### src/rtl/ov7670_mode_cfg_pkg.sv
// Shared types and constants for the OV7670 mode-driven register configurator.
// Holds the sequencer state encodings, the register map subset and the mode codes.
package ov7670_mode_cfg_pkg;

  typedef enum logic [2:0] {
    S_SWRST = 3'd0,
    S_WAIT  = 3'd1,
    S_INIT  = 3'd2,
    S_IDLE  = 3'd3,
    S_MODE  = 3'd4
  } cfg_state_e;

  // Sub-phase of a single SCCB register write, shared by every writing state
  typedef enum logic [1:0] {
    W_LOAD  = 2'd0,
    W_ISSUE = 2'd1,
    W_GAP   = 2'd2,
    W_WAIT  = 2'd3
  } wr_phase_e;

  localparam int C_IDX_W = 5;

  localparam logic [7:0] C_REG_COM7    = 8'h12;
  localparam logic [7:0] C_REG_COM15   = 8'h40;
  localparam logic [7:0] C_REG_SCALE_X = 8'h70;
  localparam logic [7:0] C_REG_SCALE_Y = 8'h71;

  localparam logic [7:0] C_COM7_SWRST  = 8'h80;

  localparam logic [1:0] C_MODE_RGB_NORM = 2'b10;
  localparam logic [1:0] C_MODE_YUV_NORM = 2'b00;
  localparam logic [1:0] C_MODE_RGB_TEST = 2'b11;
  localparam logic [1:0] C_MODE_YUV_TEST = 2'b01;

  function automatic logic mode_is_rgb(input logic [1:0] mode);
    return mode[1];
  endfunction

  function automatic logic mode_is_test(input logic [1:0] mode);
    return mode[0];
  endfunction

endpackage

### src/rtl/ov7670_cfg_rom.sv
// Register table for the OV7670: entries 0-3 follow the applied mode,
// entries 4 onward are fixed 80x60 scaling, clocking and exposure defaults.
module ov7670_cfg_rom
  import ov7670_mode_cfg_pkg::*;
(
  input  logic [C_IDX_W-1:0] index,
  input  logic [1:0]         mode,
  output logic [7:0]         addr,
  output logic [7:0]         data
);

  always_comb begin
    addr = 8'hFF;
    data = 8'hFF;
    case (index)
      5'd0:  begin addr = C_REG_COM7;    data = mode_is_rgb(mode)  ? 8'h04 : 8'h00; end
      5'd1:  begin addr = C_REG_COM15;   data = mode_is_rgb(mode)  ? 8'hD0 : 8'hC0; end
      5'd2:  begin addr = C_REG_SCALE_X; data = mode_is_test(mode) ? 8'hBA : 8'h3A; end
      5'd3:  begin addr = C_REG_SCALE_Y; data = 8'h35; end
      // Clock prescale and downscale path
      5'd4:  begin addr = 8'h11; data = 8'h01; end
      5'd5:  begin addr = 8'h0C; data = 8'h04; end
      5'd6:  begin addr = 8'h3E; data = 8'h1A; end
      5'd7:  begin addr = 8'h72; data = 8'h33; end
      5'd8:  begin addr = 8'h73; data = 8'hF3; end
      5'd9:  begin addr = 8'hA2; data = 8'h02; end
      // Output window
      5'd10: begin addr = 8'h17; data = 8'h16; end
      5'd11: begin addr = 8'h18; data = 8'h04; end
      5'd12: begin addr = 8'h32; data = 8'hA4; end
      5'd13: begin addr = 8'h19; data = 8'h02; end
      5'd14: begin addr = 8'h1A; data = 8'h7A; end
      5'd15: begin addr = 8'h03; data = 8'h0A; end
      // Automatic exposure / gain / white balance
      5'd16: begin addr = 8'h13; data = 8'hE7; end
      5'd17: begin addr = 8'h00; data = 8'h00; end
      5'd18: begin addr = 8'h10; data = 8'h40; end
      5'd19: begin addr = 8'h14; data = 8'h18; end
      5'd20: begin addr = 8'h24; data = 8'h95; end
      5'd21: begin addr = 8'h25; data = 8'h33; end
      5'd22: begin addr = 8'h26; data = 8'hE3; end
      5'd23: begin addr = 8'h3A; data = 8'h04; end
      default: begin addr = 8'hFF; data = 8'hFF; end
    endcase
  end

endmodule

### src/rtl/ov7670_mode_cfg.sv
// Programs the OV7670 over the SCCB master: full init after reset, then only
// the four mode-dependent registers whenever the requested mode changes.
module ov7670_mode_cfg
  import ov7670_mode_cfg_pkg::*;
#(
  parameter int c_wait_cycles = 50000,
  parameter int c_rom_len     = 24,
  parameter int c_mode_len    = 4
) (
  input  logic       clk,
  input  logic       rst,
  input  logic       rgbmode,
  input  logic       testmode,
  input  logic       sccb_ready,
  output logic       sccb_start,
  output logic [7:0] sccb_addr,
  output logic [7:0] sccb_data,
  output logic       cfg_busy,
  output logic       cfg_done,
  output logic [1:0] cfg_mode
);

  localparam int CW = (c_wait_cycles > 1) ? $clog2(c_wait_cycles) : 1;

  // Handshake: sccb_start is high only in W_ISSUE while sccb_ready=1, so the
  // write is accepted in that same cycle. The following cycle (W_GAP) ignores
  // sccb_ready; from then on sccb_ready=1 marks the write complete. addr/data
  // are loaded in W_LOAD and stay put until the next write's W_LOAD.

  cfg_state_e         state, state_nx;
  wr_phase_e          phase, phase_nx;
  logic [C_IDX_W-1:0] idx, idx_nx, last_idx;
  logic [CW-1:0]      cnt, cnt_nx;
  logic [1:0]         req_mode, cfg_mode_nx;
  logic [7:0]         addr_nx, data_nx;
  logic [7:0]         rom_addr, rom_data, src_addr, src_data;
  logic               writing;

  ov7670_cfg_rom u_rom (
    .index (idx),
    .mode  (cfg_mode),
    .addr  (rom_addr),
    .data  (rom_data)
  );

  assign writing  = (state == S_SWRST) || (state == S_INIT) || (state == S_MODE);
  assign src_addr = (state == S_SWRST) ? C_REG_COM7   : rom_addr;
  assign src_data = (state == S_SWRST) ? C_COM7_SWRST : rom_data;
  assign last_idx = (state == S_INIT) ? C_IDX_W'(c_rom_len - 1) : C_IDX_W'(c_mode_len - 1);

  assign sccb_start = writing && (phase == W_ISSUE) && sccb_ready;
  assign cfg_busy   = (state != S_IDLE);
  assign cfg_done   = (state == S_IDLE);

  always_ff @(posedge clk or posedge rst) begin
    if (rst) begin
      state     <= S_SWRST;
      phase     <= W_LOAD;
      idx       <= '0;
      cnt       <= CW'(c_wait_cycles - 1);
      req_mode  <= C_MODE_RGB_NORM;
      cfg_mode  <= C_MODE_RGB_NORM;
      sccb_addr <= 8'h00;
      sccb_data <= 8'h00;
    end else begin
      state     <= state_nx;
      phase     <= phase_nx;
      idx       <= idx_nx;
      cnt       <= cnt_nx;
      req_mode  <= {rgbmode, testmode};
      cfg_mode  <= cfg_mode_nx;
      sccb_addr <= addr_nx;
      sccb_data <= data_nx;
    end
  end

  always_comb begin
    state_nx    = state;
    phase_nx    = phase;
    idx_nx      = idx;
    cnt_nx      = cnt;
    cfg_mode_nx = cfg_mode;
    addr_nx     = sccb_addr;
    data_nx     = sccb_data;
    case (state)
      S_SWRST, S_INIT, S_MODE: begin
        case (phase)
          W_LOAD: begin
            addr_nx  = src_addr;
            data_nx  = src_data;
            phase_nx = W_ISSUE;
            if (state == S_SWRST) cfg_mode_nx = req_mode;
          end
          W_ISSUE: if (sccb_ready) phase_nx = W_GAP;
          W_GAP:   phase_nx = W_WAIT;
          W_WAIT: begin
            if (sccb_ready) begin
              phase_nx = W_LOAD;
              if (state == S_SWRST) begin
                state_nx = S_WAIT;
                cnt_nx   = CW'(c_wait_cycles - 1);
              end else if (idx == last_idx) begin
                state_nx = S_IDLE;
              end else begin
                idx_nx = idx + C_IDX_W'(1);
              end
            end
          end
          default: phase_nx = W_LOAD;
        endcase
      end
      S_WAIT: begin
        if (cnt == '0) begin
          state_nx = S_INIT;
          idx_nx   = '0;
          phase_nx = W_LOAD;
        end else begin
          cnt_nx = cnt - CW'(1);
        end
      end
      // Requests arriving mid-sequence are only looked at here, so the last one wins
      S_IDLE: begin
        if (req_mode != cfg_mode) begin
          cfg_mode_nx = req_mode;
          idx_nx      = '0;
          phase_nx    = W_LOAD;
          state_nx    = S_MODE;
        end
      end
      default: begin
        state_nx = S_SWRST;
        phase_nx = W_LOAD;
      end
    endcase
  end

endmodule

### config.mk
export PLATFORM = sky130hd
export DESIGN_NAME = ov7670_mode_cfg
export DESIGN_NICKNAME = d
export VERILOG_FILES = /design/src/rtl/ov7670_mode_cfg_pkg.sv /design/src/rtl/ov7670_cfg_rom.sv /design/src/rtl/ov7670_mode_cfg.sv
export SDC_FILE = /design/constraint.sdc
export NUM_CORES = 1
export LEC_CHECK = 0
export ABC_AREA = 0
export CORE_MARGIN = 3
export CORE_UTILIZATION = 30
export CTS_BUF_LIST = sky130_fd_sc_hd__clkbuf_2
export DETAILED_ROUTE_END_ITERATION = 10
export PLACE_DENSITY = 0.46
export SYNTH_ARGS = -nofsm -noshare
export SYNTH_HDL_FRONTEND = slang
export SYNTH_SLANG_ARGS = --single-unit
### constraint.sdc
create_clock -name clk -period 4.2 [get_ports clk]
set_input_delay 0.42 -clock clk [delete_from_list [all_inputs] [get_ports clk]]
set_output_delay 0.42 -clock clk [all_outputs]
set_load 0.05 [all_outputs]
==> metrics <==
asr flop ratio synth=100%; slew margin rel.=34.3%; Routed WL=8320 um; share of layout cells above drive strength 1=11.0%; crit path DAT=between 2000 and 3000 ps; Final Hold Fails=0; Post-CTS Hold Fix Bufs=0; die area=0.0118 mm2; yosys warns=0; Seq cells post-synth=46; share of the synthesized area in the top cell type=27.6%; Max rail drop VDD=0.320 mV; CTS Buf Count=5; Seq/Total Area, Yosys=36.7%; vias in the first global route=2632; Synth Flop Type=dfrtp_1; Congestion Overflow GR=0; pwr dens=762 mW/mm2; Cell Area, Synth=0.00317 mm2; top cells by area, synth=dfrtp_1, dfstp_2, a21oi_1; Post-DP HPWL=5820 um; H-Tree Level Count=2; fin crit share=74.6%; Layout Utilization=roughly 36%; Setup Crit Path Kind=reg -> out; worst-path cell chain=nor2b_1, nand2_1, inv_1, clkdlybuf4s50_1; Syn Area/Cell=8.57 um2; Initial Utilization=31.6%; RSZ-0062 raised after global routing=no; count of different cell masters after synthesis=68; clk_lat worst skew=410 ps; Synth Instances=370; Fmax=319 MHz; flop-to-flop setup slack=1400 ps; First-pass DRT Iterations=5; vias per cell=between 5 and 6; critical path depth=4; # fillers=roughly 1000; initial DRC count=198; Die Span X=109 um; grt met3 use=2.66%; Setup TNS Final=0 ps; Setup Skew=17.7 ps; Layout Nets=397; grt met2 use=21.5%; CTS sink count=46; met1 Usage GRT=22.7%; max cap viols=0; endpoints failing setup=0; Core ar.=0.0100 mm2; initial antenna violation count=0; EDFF count, synth=0; multi-input logic area=between 0.0015 and 0.002 mm2; area leader, netlist=dfrtp_1; top-level port count=26; min cycle time layout=between 3000 and 4000 ps; Leak=~1.4 nW; post-CTS setup repair buffer count=0; I/O Buffers=25; FF/Latch Area=0.00116 mm2; delay-heaviest family, CP=buffers and inverters; row count=36; Slew Limit Fails=0; Worst Path Buf+Inv=2; Slowest-stage cell, CP=clkdlybuf4s50_1; Hold Crit Class=in -> reg; final RePlAce weighted congestion=0.833; global-route wire length before repair=14000 um; Reg clk slew, reported paths=240 ps; Reg2Reg Depth=7; Vias=2802; Post-Synthesis Net Count=approximately 390; Worst path max stage delay=roughly 800 ps; number of cells upsized or downsized after cts=0; critical-path maximum fanout=12; Die Height=~110 um; drt wl/cell=16.1 um; required time worst endpoint=3780 ps; hold depth=1; CTS tree=built; DRT antenna net count=0; CTS root buf=clkbuf_2; antenna diode count=0; Worst setup EP type=primary output; Longest Clk Path Bufs=2; status=finished clean; CP Launch Type=flip-flop; drt drc=0; largest net degree at the start of global routing=47; Area Growth Syn to Fin=12.7%; GRT Total Usage=around 15%; Worst-Margin Slew=roughly 1000 ps; most used routing layer=met1
-- worst paths after layout --
check,startpoint,to
hold reg to reg,sccb_data[1]$_DFFE_PP0P_,sccb_data[1]$_DFFE_PP0P_
setup reg to reg,idx[4]$_DFFE_PP0P_,sccb_addr[7]$_DFFE_PP0P_
setup / recovery,state[0]$_DFFE_PP0P_,cfg_done
min in group asynchronous,rst,cnt[7]$_DFFE_PP0P_
hold / removal,rgbmode,req_mode[1]$_DFF_PP1_
max in group asynchronous,rst,cnt[4]$_DFFE_PP0P_
-- layout make-up --
class                           count  share of cell area, %
Clock buffer                        7                  0.980
Clock inverter                      1                  0.840
Inverter                           17                   1.78
Multi-Input combinational cell    282                   51.3
Sequential cell                    46                   32.6
Tap cell                          133                   4.65
Timing Repair Buffer               29                   7.84
-- cell usage after synthesis, types with 3 or more instances --
cell type,number
inv_1,16
and3_1,4
nand3_1,9
or3_1,3
ha_1,11
clkbuf_1,15
dfstp_2,11
xnor2_1,4
xor2_1,3
nand2b_1,9
a2bb2oi_1,4
or2_2,3
dfrtp_1,35
buf_2,5
nor2_1,36
a221oi_1,3
nor2b_1,9
or4_1,5
nor3_1,4
o21ai_0,29
o31ai_1,10
a21oi_1,30
a21o_1,4
mux2_2,3
nor4_4,3
buf_1,4
o211ai_1,7
o22ai_1,5
a211oi_1,3
a2111oi_0,3
nor4_1,3
nand2_1,31
-- cell usage in the layout (no fill, tap or decap), types with 3 or more instances in the layout --
master           instances
a2111oi_0                3
a211oi_1                 3
a21o_1                   4
a21oi_1                 30
a221oi_1                 3
a2bb2oi_1                4
and3_1                   4
buf_4                    4
clkbuf_2                 7
clkdlybuf4s50_1         25
dfrtp_1                 35
dfstp_2                 11
ha_1                    11
inv_1                   15
mux2_2                   3
nand2_1                 31
nand2b_1                 9
nand3_1                  9
nor2_1                  36
nor2b_1                  9
nor3_1                   4
nor4_1                   3
nor4_4                   3
o211ai_1                 7
o21ai_0                 29
o22ai_1                  5
o31ai_1                 10
or2_2                    3
or3_1                    3
or4_1                    5
xnor2_1                  4
xor2_1                   3
-- report_power, final --
group / switching, mW / internal (mW) / leakage (nW) / total, mW
clock: 0.147 / 0.106 / 0.0432 / 0.252
combinational: 1.03 / 0.609 / 0.801 / 1.64
sequential: 0.192 / 0.646 / 0.541 / 0.837
-- sequential cells by signal, summed over array words and instances (netlist names) --
signal	cells
cnt	16
state	3
req_mode	2
sccb_data	8
cfg_mode	2
sccb_addr	8
idx	5
phase	2
-- through the flow --
step                      setup slack (ps)  hold slack (ps)  power, mW  instances  instance area (um2)
after floorplan                       1850              424       2.02        370                 3170
after global placement                1570              460       2.48        507                 3510
after detailed placement              1500              465       2.48        507                 3510
after CTS                             1030              355       2.75        515                 3580
after global routing                   840              333       2.97        515                 3580
final                                 1070              376       2.73        515                 3580
-- layer usage --
layer	vias up	wire, um
met4	0	71
met2	82	3470
li1	1380	-
met3	8	444
met5	-	0
met1	1332	4330
-- cells by family after synthesis --
family	Yosys count	share of synthesized area (%)
AOI/OAI and AO/OA	122	25.2
xor gates and xnor gates	7	1.93
adders and majority gates	11	4.34
buffers and inverters	42	5.40
DFF	46	36.7
muxes	5	1.70
and+or+nand+nor	137	24.7
Note: power is estimated with default switching activity, not from simulation.
